==> src/rtl/seq_detect_pkg.sv <==
// Shared constants for the x1-x2-x2 sequence detector controller.
// Latency: n/a (declarations only).
// Backpressure: n/a.
package seq_detect_pkg;

  // State codes as {y2,y1}; y2/y1 go straight to the board LEDs.
  localparam logic [1:0] ST_IDLE     = 2'b00;
  localparam logic [1:0] ST_GOT_X1   = 2'b10;
  localparam logic [1:0] ST_GOT_X1X2 = 2'b01;
  localparam logic [1:0] ST_DETECT   = 2'b11;

  typedef enum logic [1:0] {
    IDLE     = ST_IDLE,
    GOT_X1   = ST_GOT_X1,
    GOT_X1X2 = ST_GOT_X1X2,
    DETECT   = ST_DETECT
  } state_t;

  // Bit positions inside led_pin.
  localparam int LED_Y2      = 0;
  localparam int LED_Y1      = 1;
  localparam int LED_Z       = 7;
  localparam int LED_CNT_LSB = 12;

endpackage

==> src/rtl/btn_conditioner.sv <==
// Turns one raw asynchronous button into a debounced level and a one-cycle press pulse.
// Latency: raw edge -> level after DEBOUNCE_CYCLES+2 edges, press one edge later.
// Backpressure: none; the button cannot be stalled.
//
// Ports:
//   clk, rst  - system clock, asynchronous active-high reset
//   btn_raw   - raw button input (asynchronous, bouncing)
//   level     - debounced button level
//   press     - registered 1-cycle pulse on each 0->1 change of level
module btn_conditioner #(
  parameter int DEBOUNCE_CYCLES = 1_000_000
) (
  input  logic clk,
  input  logic rst,
  input  logic btn_raw,
  output logic level,
  output logic press
);

  localparam int CW = (DEBOUNCE_CYCLES > 1) ? $clog2(DEBOUNCE_CYCLES) : 1;
  localparam logic [CW-1:0] CNT_LAST = CW'(DEBOUNCE_CYCLES - 1);

  logic [1:0]    sync;
  logic [CW-1:0] cnt;
  logic          level_d;

  always_ff @(posedge clk or posedge rst) begin
    if (rst) begin
      sync    <= 2'b00;
      cnt     <= '0;
      level   <= 1'b0;
      level_d <= 1'b0;
      press   <= 1'b0;
    end else begin
      sync <= {sync[0], btn_raw};
      // Count consecutive cycles the synced value disagrees with the
      // accepted level; any agreement (a bounce back) restarts the count.
      if (sync[1] != level) begin
        if (cnt == CNT_LAST) begin
          level <= sync[1];
          cnt   <= '0;
        end else begin
          cnt <= cnt + CW'(1);
        end
      end else begin
        cnt <= '0;
      end
      level_d <= level;
      press   <= level & ~level_d;
    end
  end

endmodule

==> src/rtl/seq_detect_ctrl.sv <==
// Synchronous x1-x2-x2 detector: conditions S3/S2, arbitrates, runs the FSM, stretches z, counts hits.
// Latency: raw press edge -> led_pin change after exactly DEBOUNCE_CYCLES+4 clk edges.
// Backpressure: none; simultaneous x1/x2 pulses are dropped.
//
// Ports:
//   clk     - system clock (100 MHz)
//   rst     - asynchronous active-high reset
//   btn_3   - raw S3 button (x1)
//   btn_2   - raw S2 button (x2)
//   led_pin - [0]=y2, [1]=y1, [7]=stretched z, [15:12]=detection count, rest 0
module seq_detect_ctrl
  import seq_detect_pkg::*;
#(
  parameter int DEBOUNCE_CYCLES = 1_000_000,
  parameter int Z_HOLD_CYCLES   = 50_000_000,
  parameter int CNT_W           = 4
) (
  input  logic        clk,
  input  logic        rst,
  input  logic        btn_3,
  input  logic        btn_2,
  output logic [15:0] led_pin
);

  localparam int TW = $clog2(Z_HOLD_CYCLES + 1);

  logic lvl_3, lvl_2;
  logic p1, p2;
  logic unused_lvl;

  btn_conditioner #(.DEBOUNCE_CYCLES(DEBOUNCE_CYCLES)) u_btn_x1 (
    .clk     (clk),
    .rst     (rst),
    .btn_raw (btn_3),
    .level   (lvl_3),
    .press   (p1)
  );

  btn_conditioner #(.DEBOUNCE_CYCLES(DEBOUNCE_CYCLES)) u_btn_x2 (
    .clk     (clk),
    .rst     (rst),
    .btn_raw (btn_2),
    .level   (lvl_2),
    .press   (p2)
  );

  // Debounced levels are only needed for the pulse logic inside the conditioners.
  assign unused_lvl = lvl_3 ^ lvl_2;

  state_t           state, state_nxt;
  logic [TW-1:0]    tmr, tmr_nxt;
  logic [CNT_W-1:0] cnt, cnt_nxt;
  logic             z_q;
  logic             x1_ev, x2_ev, det;

  always_comb begin
    state_nxt = state;
    det       = 1'b0;
    // Coincident pulses cancel each other out.
    x1_ev     = p1 & ~p2;
    x2_ev     = p2 & ~p1;
    if (x1_ev) begin
      state_nxt = GOT_X1;
    end else if (x2_ev) begin
      unique case (state)
        IDLE:     state_nxt = IDLE;
        GOT_X1:   state_nxt = GOT_X1X2;
        GOT_X1X2: begin
          state_nxt = DETECT;
          det       = 1'b1;
        end
        DETECT:   state_nxt = IDLE;
        default:  state_nxt = IDLE;
      endcase
    end

    // A new detection reloads the hold time rather than extending it.
    if (det) begin
      tmr_nxt = TW'(Z_HOLD_CYCLES);
    end else if (tmr != '0) begin
      tmr_nxt = tmr - TW'(1);
    end else begin
      tmr_nxt = tmr;
    end

    cnt_nxt = det ? cnt + CNT_W'(1) : cnt;
  end

  always_ff @(posedge clk or posedge rst) begin
    if (rst) begin
      state <= IDLE;
      tmr   <= '0;
      cnt   <= '0;
      z_q   <= 1'b0;
    end else begin
      state <= state_nxt;
      tmr   <= tmr_nxt;
      cnt   <= cnt_nxt;
      // Registered so z rises on the same edge as the DETECT state code.
      z_q   <= (tmr_nxt != '0);
    end
  end

  always_comb begin
    led_pin                           = '0;
    led_pin[LED_Y2]                   = state[1];
    led_pin[LED_Y1]                   = state[0];
    led_pin[LED_Z]                    = z_q;
    led_pin[LED_CNT_LSB +: CNT_W]     = cnt;
  end

endmodule

==> config.mk <==
export PLATFORM = sky130hd
export DESIGN_NAME = seq_detect_ctrl
export DESIGN_NICKNAME = d
export VERILOG_FILES = /design/src/rtl/seq_detect_pkg.sv /design/src/rtl/btn_conditioner.sv /design/src/rtl/seq_detect_ctrl.sv
export SDC_FILE = /design/constraint.sdc
export NUM_CORES = 1
export LEC_CHECK = 0
export ABC_AREA = 1
export BUFFER_PORTS_ARGS = -buffer_cell sky130_fd_sc_hd__buf_2
export CORE_MARGIN = 1
export CORE_UTILIZATION = 33
export DETAILED_ROUTE_END_ITERATION = 10
export PLACE_DENSITY = 0.46
export SKIP_CTS_REPAIR_TIMING = 1
export SYNTH_ARGS = -nofsm -noshare
export SYNTH_HDL_FRONTEND = slang
export SYNTH_SLANG_ARGS = --single-unit
==> constraint.sdc <==
create_clock -name clk -period 3.15 [get_ports clk]
set_input_delay 0.1575 -clock clk [delete_from_list [all_inputs] [get_ports clk]]
set_output_delay 0.1575 -clock clk [all_outputs]
set_load 0.005 [all_outputs]
==> report_table.html <==
<table>
<tr><th>Metric</th><th>Value</th></tr>
<tr><th colspan="2">Run status</th></tr>
<tr><td>Result of the run</td><td>complete, no violations</td></tr>
<tr><th colspan="2">Drt</th></tr>
<tr><td>Per-cell via count in the routed design</td><td>4.63</td></tr>
<tr><td>Total Routed Length</td><td>9.61 mm</td></tr>
<tr><td>First drt pass iteration count</td><td>4</td></tr>
<tr><td>Residual antenna-violating net count after detailed routing</td><td>0</td></tr>
<tr><td>Initial DRC count</td><td>about 190</td></tr>
<tr><td>Total via count after detailed routing</td><td>roughly 3,600</td></tr>
<tr><td>DRC violation count after routing</td><td>0</td></tr>
<tr><td>Average routed wire per standard cell</td><td>12.3 um</td></tr>
<tr><th colspan="2">Final layout</th></tr>
<tr><td>Final-stage net count</td><td>just over 600</td></tr>
<tr><td>Area of the multi-input gates</td><td>about 2100 um2</td></tr>
<tr><td>Antenna Cells</td><td>0</td></tr>
<tr><td>Number of filler instances in the final layout</td><td>1,386</td></tr>
<tr><td>Final non-filler cell area</td><td>a little over 5000 um2</td></tr>
<tr><td>Post-Route Utilization</td><td>0.380</td></tr>
<tr><td>Fraction of final layout cells sized beyond drive strength 1</td><td>0.0826</td></tr>
<tr><td>Sequential Area</td><td>around 2100 um2</td></tr>
<tr><td>Non-filler instance count after layout</td><td>around 780</td></tr>
<tr><td>Area delta synth-&gt;final</td><td>11.7%</td></tr>
<tr><th colspan="2">Synth</th></tr>
<tr><td>Largest family of logic cells by synthesized area</td><td>simple AND/OR/NAND/NOR gates</td></tr>
<tr><td>Synth Area in XOR/XNOR</td><td>0.0503</td></tr>
<tr><td>Ys Warns</td><td>0</td></tr>
<tr><td>Post-Synthesis Mean Instance Area</td><td>7.79 um2</td></tr>
<tr><td>Ranking of synthesized cells by area</td><td>sky130_fd_sc_hd__dfrtp_1 46%, sky130_fd_sc_hd__nand2_1 11%, sky130_fd_sc_hd__nor2_1 7.6%, sky130_fd_sc_hd__inv_1 6.4%, sky130_fd_sc_hd__nand3_1 4.4%</td></tr>
<tr><td>Area share of the leading cell type in the synthesized netlist</td><td>0.459</td></tr>
<tr><td>Share of synthesized cell area in and, or, nand and nor gates</td><td>0.323</td></tr>
<tr><td>Async set or reset register ratio after synthesis</td><td>1.00</td></tr>
<tr><td>Sequential share of the synthesized area</td><td>0.459</td></tr>
<tr><td>Share of the synthesized area in compound gates (AO/OA/AOI/OAI)</td><td>0.0475</td></tr>
<tr><td>Number of enable flip-flop cells after synthesis</td><td>0</td></tr>
<tr><td>Most used flip-flop cell after synthesis</td><td>sky130_fd_sc_hd__dfrtp_1</td></tr>
<tr><td>Mapped Cells</td><td>581</td></tr>
<tr><td>Post-synthesis mux area share</td><td>0.00497</td></tr>
<tr><td>Cell type contributing the most total cell area after synthesis</td><td>sky130_fd_sc_hd__dfrtp_1</td></tr>
<tr><td>Number of synthesized register bits</td><td>83</td></tr>
<tr><td>Synth Area in Adders</td><td>0.0221</td></tr>
<tr><td>Netlist area before placement</td><td>approximately 4500 um2</td></tr>
<tr><td>Unique cell type count in the Yosys netlist</td><td>38</td></tr>
<tr><th colspan="2">Setup path</th></tr>
<tr><td>Logic depth of the worst setup path including buffers</td><td>15</td></tr>
<tr><td>R2r worst-path depth</td><td>15</td></tr>
<tr><td>Critical-path maximum fanout</td><td>24</td></tr>
<tr><td>Worst setup path startpoint</td><td>tmr[0]</td></tr>
<tr><td>Capturing element type of the critical path</td><td>flop</td></tr>
<tr><td>Launching element type of the critical path</td><td>flop</td></tr>
<tr><td>Cell type group with the largest total delay on the critical path</td><td>simple AND/OR/NAND/NOR gates</td></tr>
<tr><td>Number of buffer and inverter stages on the critical path</td><td>3</td></tr>
<tr><td>Critical R2R Launch</td><td>tmr[0]</td></tr>
<tr><td>Highest-delay cell along the critical path</td><td>sky130_fd_sc_hd__dfrtp_1</td></tr>
<tr><td>CP cell instances</td><td>inv_1 &gt; ha_1 &gt; nand2_2 &gt; clkinv_2 &gt; nand2_2 &gt; nor2_4 &gt; nand2_4 &gt; nand2_1 &gt; nand2_1 &gt; nand2_1 &gt; nand2_1 &gt; inv_1 &gt; nand3_1 &gt; nor2_1 &gt; nand3_1</td></tr>
<tr><td>Largest stage delay, worst path</td><td>about 0.38 ns</td></tr>
<tr><td>Reg-to-Reg End</td><td>z_q</td></tr>
<tr><td>CP most frequent cell</td><td>sky130_fd_sc_hd__nand2_1</td></tr>
<tr><td>Crit path DAT</td><td>2.47 ns</td></tr>
<tr><td>Worst Setup EP</td><td>z_q</td></tr>
<tr><td>Required @ worst endpoint</td><td>around 3.4 ns</td></tr>
<tr><td>Reg2Reg Setup Slack</td><td>between 0.8 and 0.9 ns</td></tr>
<tr><td>Category of the critical setup timing path</td><td>flop to flop</td></tr>
<tr><th colspan="2">Floorplanning</th></tr>
<tr><td>Vertical extent of the die</td><td>approximately 120 um</td></tr>
<tr><td>Number of core rows</td><td>42</td></tr>
<tr><td>Initial cell density of the core</td><td>0.341</td></tr>
<tr><td>I/O Pins</td><td>20</td></tr>
<tr><td>Placeable core area</td><td>between 10,000 and 15,000 um2</td></tr>
<tr><td>Floorplan die area</td><td>between 10,000 and 15,000 um2</td></tr>
<tr><td>Die X-Extent</td><td>119 um</td></tr>
<tr><th colspan="2">Timing</th></tr>
<tr><td>Worst-case headroom to the max-slew limit</td><td>0.565</td></tr>
<tr><td>Max Clock Freq</td><td>around 440 MHz</td></tr>
<tr><td>Share of the clock period used by the worst path after layout</td><td>0.715</td></tr>
<tr><td>Final hold violation count</td><td>0</td></tr>
<tr><td>Post-route clock skew</td><td>0.00856 ns</td></tr>
<tr><td>Count of endpoints failing setup in the final report</td><td>0</td></tr>
<tr><td>Pin slew with the least headroom to its limit</td><td>about 0.65 ns</td></tr>
<tr><td>Unrepaired setup endpoints after global routing</td><td>false</td></tr>
<tr><td>Setup TNS</td><td>0 ns</td></tr>
<tr><td>Minimum period implied by the final worst setup slack</td><td>between 2 and 2.5 ns</td></tr>
<tr><td>Fin. max-slew vios</td><td>0</td></tr>
<tr><th colspan="2">CTS</th></tr>
<tr><td>Htree depth</td><td>3</td></tr>
<tr><td>Sinks on the clock net</td><td>between 80 and 90</td></tr>
<tr><td>Clock tree root driver cell</td><td>sky130_fd_sc_hd__clkbuf_16</td></tr>
<tr><td>Maximum count of clock buffers along a single path</td><td>2</td></tr>
<tr><td>TritonCTS Buffers</td><td>9</td></tr>
<tr><td>Source-to-sink clock delay at the later pin of the worst-skew pair</td><td>approximately 0.34 ns</td></tr>
<tr><td>Clock-pin transition on the worst setup and hold timing paths</td><td>roughly 0.060 ns</td></tr>
<tr><td>TritonCTS clock tree</td><td>yes</td></tr>
<tr><th colspan="2">Global route</th></tr>
<tr><td>Vias in the first global route</td><td>about 3,600</td></tr>
<tr><td>Gr usage total</td><td>0.148</td></tr>
<tr><td>Global-route wire length before repair</td><td>between 15 and 20 mm</td></tr>
<tr><td>Global route total overflow</td><td>0</td></tr>
<tr><td>Pin count of the biggest net entering global routing</td><td>39</td></tr>
<tr><td>Number of antenna violations at the first check in global routing</td><td>0</td></tr>
<tr><th colspan="2">Placed design</th></tr>
<tr><td>Count of input and output buffers</td><td>10</td></tr>
<tr><td>Half-perimeter wire length of the detailed placement result</td><td>7.09 mm</td></tr>
<tr><td>GP Congestion</td><td>about 0.87</td></tr>
<tr><td>Placed insts</td><td>762</td></tr>
<tr><td>Standard cell area after detailed placement</td><td>around 4700 um2</td></tr>
<tr><th colspan="2">Power</th></tr>
<tr><td>Max rail drop VDD</td><td>0.261 mV</td></tr>
<tr><td>Total power per unit cell area</td><td>429 nW/um2</td></tr>
<tr><td>Lkg Pwr</td><td>2.74 nW</td></tr>
<tr><th colspan="2">Hold path</th></tr>
<tr><td>Worst hold-check path type</td><td>flop to flop</td></tr>
<tr><th colspan="2">Flow run</th></tr>
<tr><td>Reported max-cap violation count</td><td>0</td></tr>
</table>
-- layer usage --
metal  up-vias  track usage  part of all wire
met3        17       0.0249             0.023
met2        51        0.238              0.47
li1       1854            -                 -
met1      1693        0.192              0.49
met4         0       0.0736             0.024
met5         -            0                 0
-- worst min path at each step --
stage / slack [ns] / start / end / cells past startpoint
2_1_floorplan: 0.19 / btn_3 / u_btn_x1.sync[0] / 0
3_3_place_gp: 0.27 / btn_3 / u_btn_x1.sync[0] / 1
3_5_place_dp: 0.27 / btn_3 / u_btn_x1.sync[0] / 1
4_1_cts: -0.09 / rst / u_btn_x2.cnt[12] / 2
5_1_grt: 0.35 / u_btn_x1.sync[0] / u_btn_x1.sync[1] / 0
6_report: 0.35 / u_btn_x1.sync[0] / u_btn_x1.sync[1] / 0
-- cell families after synthesis --
family	after synthesis
buffers and inverters	96
adder cells (fa/ha/maj)	8
XOR/XNOR	26
flip-flops	83
multiplexers	2
AND/OR/NAND/NOR	324
other	1
AO/OA/AOI/OAI	41
-- worst register-to-register path, delay by kind of cell, from the launching register on --
kind	cells	cell delay [ns]
AND/OR/NAND/NOR	11	1.16
flip-flops	1	0.38
adder cells (fa/ha/maj)	1	0.31
buffers and inverters	3	0.29
-- per-stage QoR --
step | power [mW] | hold WS (ns) | worst slack, ns
3_5_place_dp | 1.15 | 0.267 | 0.864
2_1_floorplan | 1.14 | 0.189 | 0.856
5_1_grt | 2.25 | 0.354 | 0.694
3_3_place_gp | 1.15 | 0.267 | 0.904
4_1_cts | 2.21 | -0.0873 | 0.846
6_report | 2.17 | 0.349 | 0.898
-- final cells by class --
cell class | count | share of cell area
sequential | 83 | 0.411
multi-input combinational | 410 | 0.408
inverter | 79 | 0.0591
clock buffer | 11 | 0.0460
tap | 176 | 0.0436
timing repair buffer | 17 | 0.0218
clock inverter | 5 | 0.0106
-- power breakdown --
group          switching [mW]  leakage (nW)  internal (mW)  total, mW
sequential            0.00534          1.15           1.07       1.08
clock                   0.422         0.143          0.612       1.03
combinational          0.0408          1.45         0.0140     0.0548
-- flip-flops by register name, summed over array words and instances, names as in the netlist --
signal,flops
u_btn_x1.level,1
u_btn_x1.cnt,20
u_btn_x2.level_d,1
u_btn_x2.press,1
u_btn_x1.level_d,1
u_btn_x2.sync,2
u_btn_x1.press,1
cnt,4
u_btn_x2.cnt,20
u_btn_x2.level,1
state,2
tmr,26
u_btn_x1.sync,2
z_q,1
-- cell usage after synthesis (all sizes together), types with 2 or more instances --
master and n:
xnor2 11, nand3 40, o21ai 16, nor2 97, nand2 138, inv 78, dfrtp 83, mux2 2
buf 15, a21oi 21, nor3b 4, ha 8, nand3b 9, xor2 15, clkbuf 2, nor4 3
nor3 20, nand4 11
-- cell usage in the layout (no fill, tap or decap), drive strengths merged, types with 14 or more instances in the layout --
cell type	n
xor2	15
nor3	20
dfrtp	83
o21ai	16
nor2	97
a21oi	21
nand2	138
buf	14
nand3	40
inv	77
Power figures use the tool's default switching activity.
